$ cat src/rtl/rsqrt_stream.sv
// Byte-stream to float32 frame assembler feeding an external fixed-latency 1/sqrt FPU,
// with credit-based issue into a result FIFO. Optional define RSQRT_NEG_FLAG_EN adds o_neg.
module rsqrt_stream #(
  parameter int WORDS      = 10,
  parameter int FPU_LAT    = 20,
  parameter int FIFO_DEPTH = 8
) (
  input  logic        i_clk,
  input  logic        i_rst_n,
  input  logic        i_enb,
  input  logic [7:0]  i_data,
  output logic        o_busy,
  output logic [31:0] o_fpu_a,
  input  logic [31:0] i_fpu_q,
  output logic        o_valid,
  input  logic        i_ready,
  output logic [31:0] o_data
`ifdef RSQRT_NEG_FLAG_EN
  ,
  output logic        o_neg
`endif
);

  localparam int WI_W  = (WORDS > 1) ? $clog2(WORDS) : 1;
  localparam int PTR_W = $clog2(FIFO_DEPTH);
  localparam int CNT_W = $clog2(FIFO_DEPTH + 1);
`ifdef RSQRT_NEG_FLAG_EN
  localparam int ENT_W = 33;
`else
  localparam int ENT_W = 32;
`endif
  localparam logic [WI_W-1:0] LAST_WORD = WI_W'(WORDS - 1);

  typedef enum logic [1:0] {S_RECV, S_ISSUE, S_DRAIN} state_t;

  state_t           state;
  logic [WI_W-1:0]  recv_word;
  logic [1:0]       recv_byte;
  logic [WI_W-1:0]  word_idx;
  logic [31:0]      frame [WORDS];
  logic [FPU_LAT:0] vld_pipe;
  logic [CNT_W-1:0] inflight;
  logic [CNT_W-1:0] count;
  logic [CNT_W:0]   outstanding;
  logic [PTR_W-1:0] wr_ptr;
  logic [PTR_W-1:0] rd_ptr;
  logic [ENT_W-1:0] mem [FIFO_DEPTH];
  logic [ENT_W-1:0] wr_entry;
  logic             credit;
  logic             issue;
  logic             wr;
  logic             pop;

  // Every issued word has a reserved FIFO slot, so the write side never checks for full.
  assign outstanding = {1'b0, inflight} + {1'b0, count};
  assign credit      = outstanding < (CNT_W + 1)'(FIFO_DEPTH);
  assign issue       = (state == S_ISSUE) && credit;
  assign wr          = vld_pipe[FPU_LAT];
  assign pop         = o_valid && i_ready;
  assign o_valid     = (count != '0);
  assign o_busy      = (state != S_RECV);
  assign o_data      = o_valid ? mem[rd_ptr][31:0] : 32'h0;

`ifdef RSQRT_NEG_FLAG_EN
  logic [FPU_LAT:0] neg_pipe;

  function automatic logic neg_of(input logic [31:0] w);
    return w[31] && (w[30:0] != 31'h0);
  endfunction

  // Sign flag rides a data-only pipe aligned with vld_pipe.
  always_ff @(posedge i_clk) begin
    neg_pipe <= {neg_pipe[FPU_LAT-1:0], neg_of(frame[word_idx])};
  end

  assign wr_entry = {neg_pipe[FPU_LAT], i_fpu_q};
  assign o_neg    = o_valid && mem[rd_ptr][32];
`else
  assign wr_entry = i_fpu_q;
`endif

  always_ff @(posedge i_clk or negedge i_rst_n) begin
    if (!i_rst_n) begin
      state     <= S_RECV;
      recv_word <= '0;
      recv_byte <= 2'd0;
      word_idx  <= '0;
      o_fpu_a   <= 32'h0;
      vld_pipe  <= '0;
      inflight  <= '0;
    end else begin
      // vld_pipe[0] marks o_fpu_a as a live operand; bit FPU_LAT lines up with i_fpu_q.
      vld_pipe <= {vld_pipe[FPU_LAT-1:0], issue};
      inflight <= inflight + CNT_W'(issue) - CNT_W'(wr);
      case (state)
        S_RECV: begin
          if (i_enb) begin
            recv_byte <= recv_byte + 2'd1;
            if (recv_byte == 2'd3) begin
              if (recv_word == LAST_WORD) begin
                recv_word <= '0;
                state     <= S_ISSUE;
              end else begin
                recv_word <= recv_word + WI_W'(1);
              end
            end
          end
        end
        S_ISSUE: begin
          if (credit) begin
            o_fpu_a <= frame[word_idx];
            if (word_idx == LAST_WORD) begin
              word_idx <= '0;
              state    <= S_DRAIN;
            end else begin
              word_idx <= word_idx + WI_W'(1);
            end
          end
        end
        S_DRAIN: begin
          if (inflight == '0) state <= S_RECV;
        end
        default: state <= S_RECV;
      endcase
    end
  end

  // Big-endian lane select: byte 0 of a word lands in bits [31:24].
  always_ff @(posedge i_clk) begin
    if ((state == S_RECV) && i_enb)
      frame[recv_word][{~recv_byte, 3'b000} +: 8] <= i_data;
  end

  always_ff @(posedge i_clk or negedge i_rst_n) begin
    if (!i_rst_n) begin
      wr_ptr <= '0;
      rd_ptr <= '0;
      count  <= '0;
    end else begin
      if (wr)  wr_ptr <= wr_ptr + PTR_W'(1);
      if (pop) rd_ptr <= rd_ptr + PTR_W'(1);
      count <= count + CNT_W'(wr) - CNT_W'(pop);
    end
  end

  always_ff @(posedge i_clk) begin
    if (wr) mem[wr_ptr] <= wr_entry;
  end

endmodule

$ cat config.mk
export PLATFORM = sky130hd
export DESIGN_NAME = rsqrt_stream
export DESIGN_NICKNAME = d
export VERILOG_FILES = /design/src/rtl/rsqrt_stream.sv
export SDC_FILE = /design/constraint.sdc
export NUM_CORES = 1
export LEC_CHECK = 0
export ABC_AREA = 1
export BUFFER_PORTS_ARGS = -buffer_cell sky130_fd_sc_hd__buf_2
export CAP_MARGIN = 30
export CORE_MARGIN = 10
export CORE_UTILIZATION = 45
export CTS_CLUSTER_SIZE = 30
export DETAILED_ROUTE_END_ITERATION = 6
export PLACE_DENSITY = 0.66
export SYNTH_ARGS = -nofsm -noshare
export SYNTH_HDL_FRONTEND = slang
export SYNTH_SLANG_ARGS = --single-unit
$ cat constraint.sdc
create_clock -name i_clk -period 6.8 [get_ports i_clk]
set_input_delay 0.34 -clock i_clk [delete_from_list [all_inputs] [get_ports i_clk]]
set_output_delay 0.34 -clock i_clk [all_outputs]
set_load 0.05 [all_outputs]
==> flow_summary.yaml <==
critical_path:
  cp_data_required_time_ps: 6460
  path_class: "reg -> out"
  worst_r2r_path_depth: 9
  r2r-start: "inflight[3]$_DFF_PN0_"
  start_kind: "flop"
  worstSetupStartpoint: "rd_ptr[0]$_DFFE_PN0N_"
  crit_fanout: 84
  critPathArrivalTime_ps: 3240
  r2r-end: "inflight[1]$_DFF_PN0_"
  cp-end-kind: "primary output"
  reg2reg_slack_ps: 3430
logic_synthesis:
  synthArstFlopShare_pct: 12.06
  post-synth-top-area-fraction_pct: 64.28
  avgSynthCellArea_um2: 11.25
  synthesis.instances: 2392
  ys_ff_latch: 655
  synth_ff_type: "edfxtp_1"
  synth_area_um2: 26910
  seq_area_frac_synth_pct: 71.63
  syn_nets: 2458
  synth_area_leader_cell: "edfxtp_1"
  yosys_warnings: 0
  synth-edff-count: 576
  synth_cell_types: 29
  synthTopCellsByArea: "edfxtp_1, nand2_1, dfrtp_1"
grt:
  antenna_found_initial: 0
  grt_pass1_wl_um: 96190
  grt.overflow.total: 0
  grt_usage_pct: 17.30
  grt_pass1_vias: 17251
  grt_max_degree: 98
detailed_routing:
  post_drt_via_cell_ratio: 5.240
  wl_um: 61290
  ant_nets: 0
  met3RoutedLength_um: 3860
  drt_drc_violations_left: 0
  vias: 17490
  met2WireLength_um: 29880
  highest_layer: "met4"
  m1WireLength_um: 26140
  dr.pass1.iters: 6
  drt_iter0_markers: 1619
  drt-wirelength-per-cell_um: 18.36
clocking:
  tritoncts: "done"
  h-tree-depth: 3
  cts_resized: 0
  clk_latency_ps: 610
  clk_pin_slew_ps: 60
  ctsHoldBuffers: 27
  clock_path_buffers: 3
  cts_setup_buffers: 0
  numCtsBuffers: 68
  clock-sinks: 655
  cts-root-buf: "clkbuf_16"
cells_and_area:
  fillCellCount: 5009
  syn_to_final_growth_pct: 13.63
  layout_common_cells: "nand2_1, edfxtp_1, nor2_1"
  layout_commonest_cell: "nand2_1"
  fin_nets: 2578
  insertedDiodeCount: 0
  drive_gt1_share_pct: 10.02
  finalInstanceArea_um2: 30570
floorplanning:
  rows: 89
  die_h_um: 264.5
  core_um2: 59130
  die_x_um: 264.5
  start_util_pct: 45.50
  ios: 110
  die_area_um2: 69970
pwr:
  ir_worst_vdd_mv: 0.2765
  power_density_nw_per_um2: 459.6
  p_leak_nw: 12.12
placed_design:
  place_congestion: 0.8176
  placed_area_um2: 28200
  post-dp-hpwl_um: 35560
  port_buffers: 109
min_path:
  min_path_type: "in -> reg"
  min_delay_path_depth: 1
  hold_path_end: "mem[3][5]$_DFFE_PP_"
  worstHoldStart: "i_fpu_q[5]"
timing:
  fin_worst_skew_ps: 17.41
  rsz0062_at_grt: "no"
  min_period_over_period_pct: 52.62
  hold_viol: 0
  final.setup.tns_ps: 0
  max_slew_margin_pct: 30.61
  setup_viol: 0
  fmax_ghz: 0.2795
  min_period_ps: 3578
  tightest_slew_ps: 1033
  final_max_slew_viol_count: 0
run:
  max-cap-violations: 0
status:
  outcome: "complete, no violations"
-- how the worst max path moves through the flow --
stage | end | slack [ps] | cells past startpoint
global placement | inflight[1]$_DFF_PN0_ | 3470 | 9
floorplan | mem[0][0]$_DFFE_PP_ | 4230 | 3
detailed placement | inflight[1]$_DFF_PN0_ | 3370 | 9
global route | o_data[20] | 3010 | 8
CTS | o_data[29] | 3190 | 8
finish | o_data[29] | 3220 | 8
-- through the flow --
step / hold slack [ps] / util [%] / setup WS [ps] / power (mW) / cells
after floorplan: 44.41 / - / 4230 / 9.160 / 2392
after global placement: 213.8 / 47.52 / 3474 / 10.47 / 3178
after detailed placement: 226.3 / 47.69 / 3366 / 10.61 / 3188
after CTS: 0.3285 / 51.71 / 3192 / 14.15 / 3338
after global routing: 12.34 / 51.71 / 3009 / 14.91 / 3338
final: 21.99 / 51.71 / 3222 / 14.05 / 3338
-- sequential cells by signal, summed over array words and instances (netlist names) --
| register | flops |
|---|---|
| vld_pipe | 21 |
| state | 2 |
| frame | 320 |
| recv_byte | 2 |
| inflight | 4 |
| mem | 256 |
| count | 4 |
| rd_ptr | 3 |
| o_fpu_a | 32 |
| word_idx | 4 |
| recv_word | 4 |
| wr_ptr | 3 |
-- area by class of cell --
type | count | area [µm²] | share of cell area, %
clock buffer | 94 | 1851 | 6.053
clock inverter | 29 | 255.2 | 0.8348
timing repair buffer | 173 | 1120 | 3.663
inverter | 190 | 716.9 | 2.345
multi-input combinational | 1424 | 6380 | 20.87
tap | 773 | 967.2 | 3.163
sequential | 655 | 19280 | 63.07
-- metal layers --
metal / global-route usage, % / up-vias
met3: 2.740 / 98
met4: 5.933 / 0
met5: 0 / -
li1: - / 8305
met1: 22.70 / 8528
met2: 28.94 / 559
-- synthesized netlist by cell type, types with 6 or more instances --
cell and n:
edfxtp_1 576, buf_2 65, buf_1 14, nand3_1 132
nor2_1 389, dfrtp_1 79, a21oi_1 34, o211ai_1 55
o21ai_1 48, buf_4 14, o21ai_0 96, clkbuf_1 28
ha_1 20, o22ai_1 33, inv_2 6, inv_1 181
nor3_1 10, nand2_1 590
-- cell families after synthesis --
family | Yosys count | synth area share [%]
AND/OR/NAND/NOR | 1125 | 16.40
flip-flops | 655 | 71.63
buffers and inverters | 313 | 4.929
AO/OA/AOI/OAI | 267 | 5.641
adder cells (fa/ha/maj) | 22 | 1.079
XOR/XNOR | 10 | 0.3255
-- report_power, final --
group	leakage, nW	internal, mW	switching, mW
logic	4.85	1.34	3.95
clock network	1.02	2.00	1.52
registers	6.24	4.95	0.286
total	12.1	8.29	5.76
-- worst max-delay path: stages, from the launching register on --
cell and delay, ps:
dfrtp_4 700, clkinv_2 240, buf_4 380, buf_16 350
o21ai_0 160, o22ai_1 190, nor2_1 60, nor2_1 190
buf_2 300
(Power assumes the default switching activity.)
